**config.mk**
```make
export PLATFORM = sky130hd
export DESIGN_NAME = cbus_req_queue
export DESIGN_NICKNAME = d
export VERILOG_FILES = /design/src/rtl/cbus_req_queue.sv
export SDC_FILE = /design/constraint.sdc
export NUM_CORES = 1
export LEC_CHECK = 0
export ABC_CLOCK_PERIOD_IN_PS = 2540
export BUFFER_PORTS_ARGS = -buffer_cell sky130_fd_sc_hd__clkbuf_2
export CORE_ASPECT_RATIO = 0.8
export CORE_MARGIN = 5
export CORE_UTILIZATION = 45
export CTS_BUF_LIST = sky130_fd_sc_hd__clkbuf_8 sky130_fd_sc_hd__clkbuf_16
export CTS_CLUSTER_DIAMETER = 200
export CTS_CLUSTER_SIZE = 25
export DETAILED_ROUTE_END_ITERATION = 8
export GPL_ROUTABILITY_DRIVEN = 1
export GPL_TIMING_DRIVEN = 0
export PLACE_DENSITY = 0.66
export SETUP_SLACK_MARGIN = 0.4
export SLEW_MARGIN = 20
export SYNTH_ARGS = -nofsm -noshare
export SYNTH_HDL_FRONTEND = slang
export SYNTH_SLANG_ARGS = --single-unit
```
**constraint.sdc**
```tcl
create_clock -name clk -period 2.54 [get_ports clk]
set_input_delay 0.254 -clock clk [delete_from_list [all_inputs] [get_ports clk]]
set_output_delay 0.254 -clock clk [all_outputs]
set_load 0.01 [all_outputs]
```
**src/rtl/cbus_req_queue.sv**
```systemverilog
// cbus_req_queue: FIFO of CBUS requests issued one at a time to the memory top, one response each.
// Define CBUS_REQ_QUEUE_TIMEOUT_EN to abort requests that stay in ISSUE for TIMEOUT cycles.
module cbus_req_queue #(
  parameter int CBUS_AW = 9,
  parameter int DEPTH   = 4,
  parameter int TIMEOUT = 255
) (
  input  logic               clk,
  input  logic               sreset,
  input  logic               mst_valid,
  output logic               mst_ready,
  input  logic               mst_cmd,
  input  logic [CBUS_AW-1:0] mst_addr,
  input  logic [31:0]        mst_wdata,
  output logic               rsp_valid,
  input  logic               rsp_ready,
  output logic               rsp_cmd,
  output logic [31:0]        rsp_rddata,
  output logic               rsp_err,
  output logic               cbus_req,
  output logic               cbus_slv_cmd,
  output logic [CBUS_AW-1:0] cbus_slv_address,
  output logic [31:0]        cbus_slv_wdata,
  input  logic               cbus_waccept,
  input  logic               cbus_rresp,
  input  logic [31:0]        cbus_rddata
);
  localparam int PW = $clog2(DEPTH);
  typedef enum logic [1:0] {IDLE, ISSUE, RESP} state_t;
  state_t state, state_nxt;
  logic [CBUS_AW+32:0] mem [DEPTH];
  logic [PW-1:0] wr_ptr, rd_ptr;
  logic [PW:0] count;
  logic push, pop, done, timeout, fin;
  assign mst_ready = count != (PW+1)'(DEPTH);
  assign push = mst_valid & mst_ready;
  assign pop = (state == IDLE) && (count != '0);
  // only the completion type matching the issued command counts
  assign done = (state == ISSUE) && (cbus_slv_cmd ? cbus_waccept : cbus_rresp);
  assign fin = done | timeout;
  assign cbus_req = state == ISSUE;
  assign rsp_valid = state == RESP;
  always_comb begin
    state_nxt = state;
    state_nxt = (state == IDLE)  ? (pop ? ISSUE : IDLE) :
                (state == ISSUE) ? (fin ? RESP : ISSUE) :
                (rsp_ready ? IDLE : RESP);
  end
  always_ff @(posedge clk) if (push) mem[wr_ptr] <= {mst_cmd, mst_addr, mst_wdata};
  always_ff @(posedge clk) begin
    if (sreset) begin
      state <= IDLE;
      wr_ptr <= '0;
      rd_ptr <= '0;
      count <= '0;
      {cbus_slv_cmd, cbus_slv_address, cbus_slv_wdata} <= '0;
      rsp_cmd <= 1'b0;
      rsp_rddata <= '0;
    end else begin
      state <= state_nxt;
      count <= count + (PW+1)'(push) - (PW+1)'(pop);
      if (push) wr_ptr <= wr_ptr + 1'b1;
      if (pop) begin
        rd_ptr <= rd_ptr + 1'b1;
        {cbus_slv_cmd, cbus_slv_address, cbus_slv_wdata} <= mem[rd_ptr];
      end
      if (state == ISSUE && fin) begin
        rsp_cmd <= cbus_slv_cmd;
        rsp_rddata <= (done && !cbus_slv_cmd) ? cbus_rddata : '0;
      end
    end
  end
`ifdef CBUS_REQ_QUEUE_TIMEOUT_EN
  localparam int TW = $clog2(TIMEOUT + 1);
  logic [TW-1:0] tcnt;
  logic err_q;
  // tcnt counts completed ISSUE cycles, so the abort lands at the end of cycle TIMEOUT
  assign timeout = (state == ISSUE) && (tcnt == TW'(TIMEOUT - 1));
  assign rsp_err = err_q;
  always_ff @(posedge clk) begin
    if (sreset) begin
      tcnt <= '0;
      err_q <= 1'b0;
    end else begin
      tcnt <= pop ? '0 : (state == ISSUE) ? tcnt + 1'b1 : tcnt;
      if (state == ISSUE && fin) err_q <= !done;
    end
  end
`else
  assign timeout = 1'b0;
  assign rsp_err = TIMEOUT < 0;
`endif
endmodule

```
# Word level (Yosys, flattened, before mapping)
# Memory sizes are Yosys's and may differ from the RTL's. A register that Yosys moved wholly into a read port is not among the register bits.
# Cells that the tools add are included.
[op_classes]
add_sub_neg = 4
eq_ne = 3
n_mux = 9
bitwise = 1
reduce_logical = 7
[ops]
columns = ["operator", "count"]
rows = [
  ["$mux 32", 1],
  ["$mux 2", 4],
  ["$add 2x1->2 const B", 2],
  ["$logic_and 1x1->1", 4],
  ["$mux 1", 4],
  ["$add 3x1->3", 1],
  ["$ne 3x3->1 const B", 1],
  ["$reduce_bool 3->1", 1],
  ["$sub 3x1->3", 1],
  ["$eq 2x1->1 const B", 1],
  ["$eq 2x2->1 const B", 1],
  ["$logic_not 2->1", 1],
  ["$and 1x1->1", 1],
  ["$logic_not 1->1", 1],
]
[totals]
reg_bits = 42
mem_bits_rw = 168
in_bits = 80
output_inout_bits = 79
wordCells = 31
n_memories = 1
[mem_list]
columns = ["name", "depth", "width", "read_ports", "rd_ports_with_merged_regs", "write_ports", "line", "text"]
rows = [
  ["mem", 4, 42, 1, 1, 1, "31", "logic [CBUS_AW+32:0] mem [DEPTH];"],
]

# Longest topological paths before layout
[depth]
word_depth = 5
mapped_depth = 10
mapped_depth_nobuf = 10

# Worst setup path before layout
# OpenSTA, ideal clock, no wires.
[synth_timing]
path_type = "register to register"
from = "register count[1]"
to = "register count[2]"
setup_ps = 128
arrival_ps = 2061
required_time_ps = 2412
slack_ps = 352
stages_incl_launch_ff = 11
n_path_buf = 0
period_less_slack_ps = 2188
cell_sequence = "dfxtp_1 -> or3_4 -> nand2_1 -> inv_1 -> ha_1 -> inv_1 -> ha_1 -> fa_1 -> xnor2_1 -> xnor2_1 -> nor2_1"
[synth_between]
elab_cells_between_ends = 6
cone_classes = "2 x add/sub; 1 x eq/ne; 1 x bitwise; 2 x reduce/logical"
[synth_lines]
columns = ["item", "line", "text"]
rows = [
  ["start, declared", "33", "logic [PW:0] count;"],
  ["start signal, assigned", "61", "count <= count + (PW+1)'(push) - (PW+1)'(pop);"],
  ["$reduce_bool 3->1", "37", "assign pop = (state == IDLE) && (count != '0);"],
  ["$logic_and 1x1->1", "37", ""],
  ["named net pop", "34", "logic push, pop, done, timeout, fin;"],
  ["$sub 3x1->3", "61", ""],
]
# The timed path passes the listed nets, and every way through them passes these cells.
# A chain may end at the register's enable or synchronous reset.

# Worst setup path after layout
[layout_timing]
from = "register count[2]"
to = "register count[2]"
# The elaborated chain is that of the path after synthesis.

==> metrics.md <==
| Metric | Value |
|---|---|
| Status | finished clean |
| Die ar. | 0.0236 mm² |
| GR Overflow Total | 0 |
| Crit Path Category | flip-flop to flip-flop |
| Setup TNS Final | 0 ns |
| Largest net degree at the start of global routing | 43 |
| Crit-path max FO | 3 |
| Unrepaired setup endpoints after global routing | yes |
| Clock sinks | 252 |
| Slew Viols, Final | 0 |
| CP Capture Point | count[2] |
| Synth Register Bits | 252 |
| Actual slew at the worst max-slew pin | 0.711 ns |
| Syn Area/Cell | 17.6 µm² |
| Max Cap Viol | 0 |
| Initial antenna violation count | 0 |
| Clk root buf | clkbuf_16 |
| Clk buf depth | 3 |
| Post-synth EDFFs | 168 |
| TritonRoute pass-1 iters | 4 |
| Cells after Synth | 526 |
| Finished Layout Cells | 1,059 |
| Antenna cells | 0 |
| Fin nets | 869 |
| Reg2reg end | count[2] |
| Seq/Total Area, Yosys | 72.6% |
| Worst Skew | 0.0258 ns |
| Final-layout fill cell count | 1,605 |
| Area added between synthesis and finish | 26.4% |
| Cell area after synthesis | 0.00927 mm² |
| Die width | 170 µm |
| RD Place Congestion | 0.768 |
| Final worst slack | 0.385 ns |
| Total GRT Usage | 16.9% |
| Worst setup SP type | flip-flop |
| Syn Nets | 613 |
| DRC | 0 |
| Initial DRC Count | 352 |
| Most frequent cells in the layout | edfxtp_1, clkbuf_2, dfxtp_1 |
| Num rows | 47 |
| Syn. warnings | 0 |
| VDD IR max | 0.610 mV |
| Port-buffer cells | 155 |
| Most common cell after layout, fill and taps aside | edfxtp_1 |
| Leakage power figure | 4.39 nW |
| Chip Height | 138 µm |
| Vias in the first global route | 5,827 |
| Async set-reset flop share out of synthesis | 0% |
| Vias per inst | 5.27 |
| # H-tree levels | 1 |
| Number of cells on the worst hold path | 1 |
| Worst Setup SP | count[2] |
| RR Startpoint | count[2] |
| Worst reg2reg setup slack | 0.38 ns |
| Hold Path Class | input pin to flip-flop |
| Core Util, Final | 57.3% |
| Drt total wl | 20,300 µm |
| Netlist cell types | 40 |
| Final setup fails | 0 |
| Slew HR | 52.6% |
| Via Count | 5,576 |
| Placement Setup Slack | 0.258 ns |
| Placed insts | 950 |
| DP Wirelength | 12,400 µm |
| R2R depth | 10 |
| CTS tree | yes |
| Clock Pin Slew Worst Setup and Hold Paths | 0.10 ns |
| Core region area | 0.0205 mm² |
| Top_reg_cell synth | edfxtp_1 |
| CP arrival | 2.51 ns |
| Initial Util | 45.3% |
| IO Pins | 159 |
| Worst Setup End Kind | flip-flop |
| Power Dens Cells | 966 mW/mm² |
| Inserted Clock Buffers | 14 |
| Post-route minimum period | 2.16 ns |
| Final ANT Viol Nets | 0 |
| Worst EP required | 2.90 ns |
| Worst-Skew Late Latency | 0.47 ns |
| DR WL/cell | 19.2 µm |
| First-pass GRT wire length | 31,700 µm |
| Hold Fails Final Rpt | 0 |
| Share of cells above drive strength 1 | 36.1% |
| F_max | 464 MHz |
| Final period util | 84.9% |
Yosys cell counts (all sizes together), types with 2 or more instances:
master,number,share of area [%]
inv,9,0.36
dfxtp,84,18
nor2b,3,0.20
nand2,34,1.4
nor2,6,0.24
a21oi,37,2.1
nand2b,2,0.13
edfxtp,168,54
and3,4,0.27
xnor2,2,0.19
mux4,42,11
a21o,2,0.16
clkbuf,18,0.76
ha,6,0.81
a22o,42,4.5
o21ai,32,1.7
buf,19,1.6
nand3,2,0.11
how the worst min path moves through the flow:
stage,startpoint,to
floorplan,mst_wdata[0],mem[0][0]
global placement,rsp_cmd,rsp_cmd
detailed placement,rsp_cmd,rsp_cmd
CTS,mst_wdata[26],mem[3][26]
global route,mst_wdata[26],mem[3][26]
finish,mst_addr[7],mem[3][39]
worst max-delay path, cell delays in order, from the launching register on:
cell	delay, ns
dfxtp_4	0.36
or3_4	0.41
nand2_4	0.09
inv_4	0.04
ha_4	0.26
inv_4	0.03
ha_4	0.14
fa_2	0.35
xnor2_2	0.17
xnor2_1	0.13
nor2_1	0.05
repair_timing:
action,4_1_cts,5_1_grt
gates resized for setup,13,6
setup endpoints to repair,2,3
hold buffers,67,2
setup buffers,14,2
cloned,0,0
endpoints found under the hold margin,181,5
pin swaps,5,6
area by class of cell:
class / count / area, µm² / share of cell area (%)
Timing Repair Buffer: 240 / 1590 / 13.5
Multi-Input combinational cell: 228 / 2360 / 20.1
Clock buffer: 15 / 375 / 3.20
Clock inverter: 9 / 60.1 / 0.512
Tap cell: 269 / 337 / 2.87
Buffer: 37 / 229 / 1.95
Inverter: 9 / 38.8 / 0.331
Sequential cell: 252 / 6740 / 57.5
per-layer routing:
layer | part of all wire (%) | wire, µm | GRT usage, % | up-vias
met1 | 43 | 8830 | 23.1 | 2809
met5 | 0 | 0 | 0 | -
li1 | - | - | - | 2571
met4 | 2.8 | 560 | 4.75 | 0
met3 | 4.3 | 883 | 2.97 | 43
met2 | 49 | 10000 | 27.9 | 153
where the power goes:
group | total [mW] | leakage [nW] | internal (mW) | switching, mW
Combinational | 3.53 | 1.93 | 1.78 | 1.74
Sequential | 5.42 | 2.23 | 5.07 | 0.357
Clock | 2.36 | 0.239 | 1.10 | 1.27
Total | 11.3 | 4.39 | 7.95 | 3.37
flip-flops by register name, indices dropped and copies added (netlist names):
register          count
rsp_cmd               1
wr_ptr                2
cbus_slv_address      9
cbus_slv_wdata       32
rd_ptr                2
cbus_slv_cmd          1
state                 2
mem                 168
rsp_rddata           32
count                 3
stage by stage:
| step | area, µm² | total power [mW] | hold WS [ns] |
|---|---|---|---|
| 2_1_floorplan | 9280 | 7.49 | 0.353 |
| 3_3_place_gp | 10400 | 8.50 | 0.457 |
| 3_5_place_dp | 10400 | 8.62 | 0.460 |
| 4_1_cts | 11700 | 11.3 | 0.00265 |
| 5_1_grt | 11700 | 12.0 | 0.00127 |
| 6_report | 11700 | 11.3 | 0.0200 |
kinds of logic after synthesis:
group           count (synthesis)  share of synthesized area (%)
mux                            43                           11.4
simple gates                   57                           3.08
compound gates                118                           8.95
flops                         252                           72.6
fa+ha+maj                       7                           1.03
buf+inv                        46                           2.77
xor+xnor                        2                          0.189
other cells                     1                         0.0404
No activity file was read; power rests on OpenSTA's default activity.
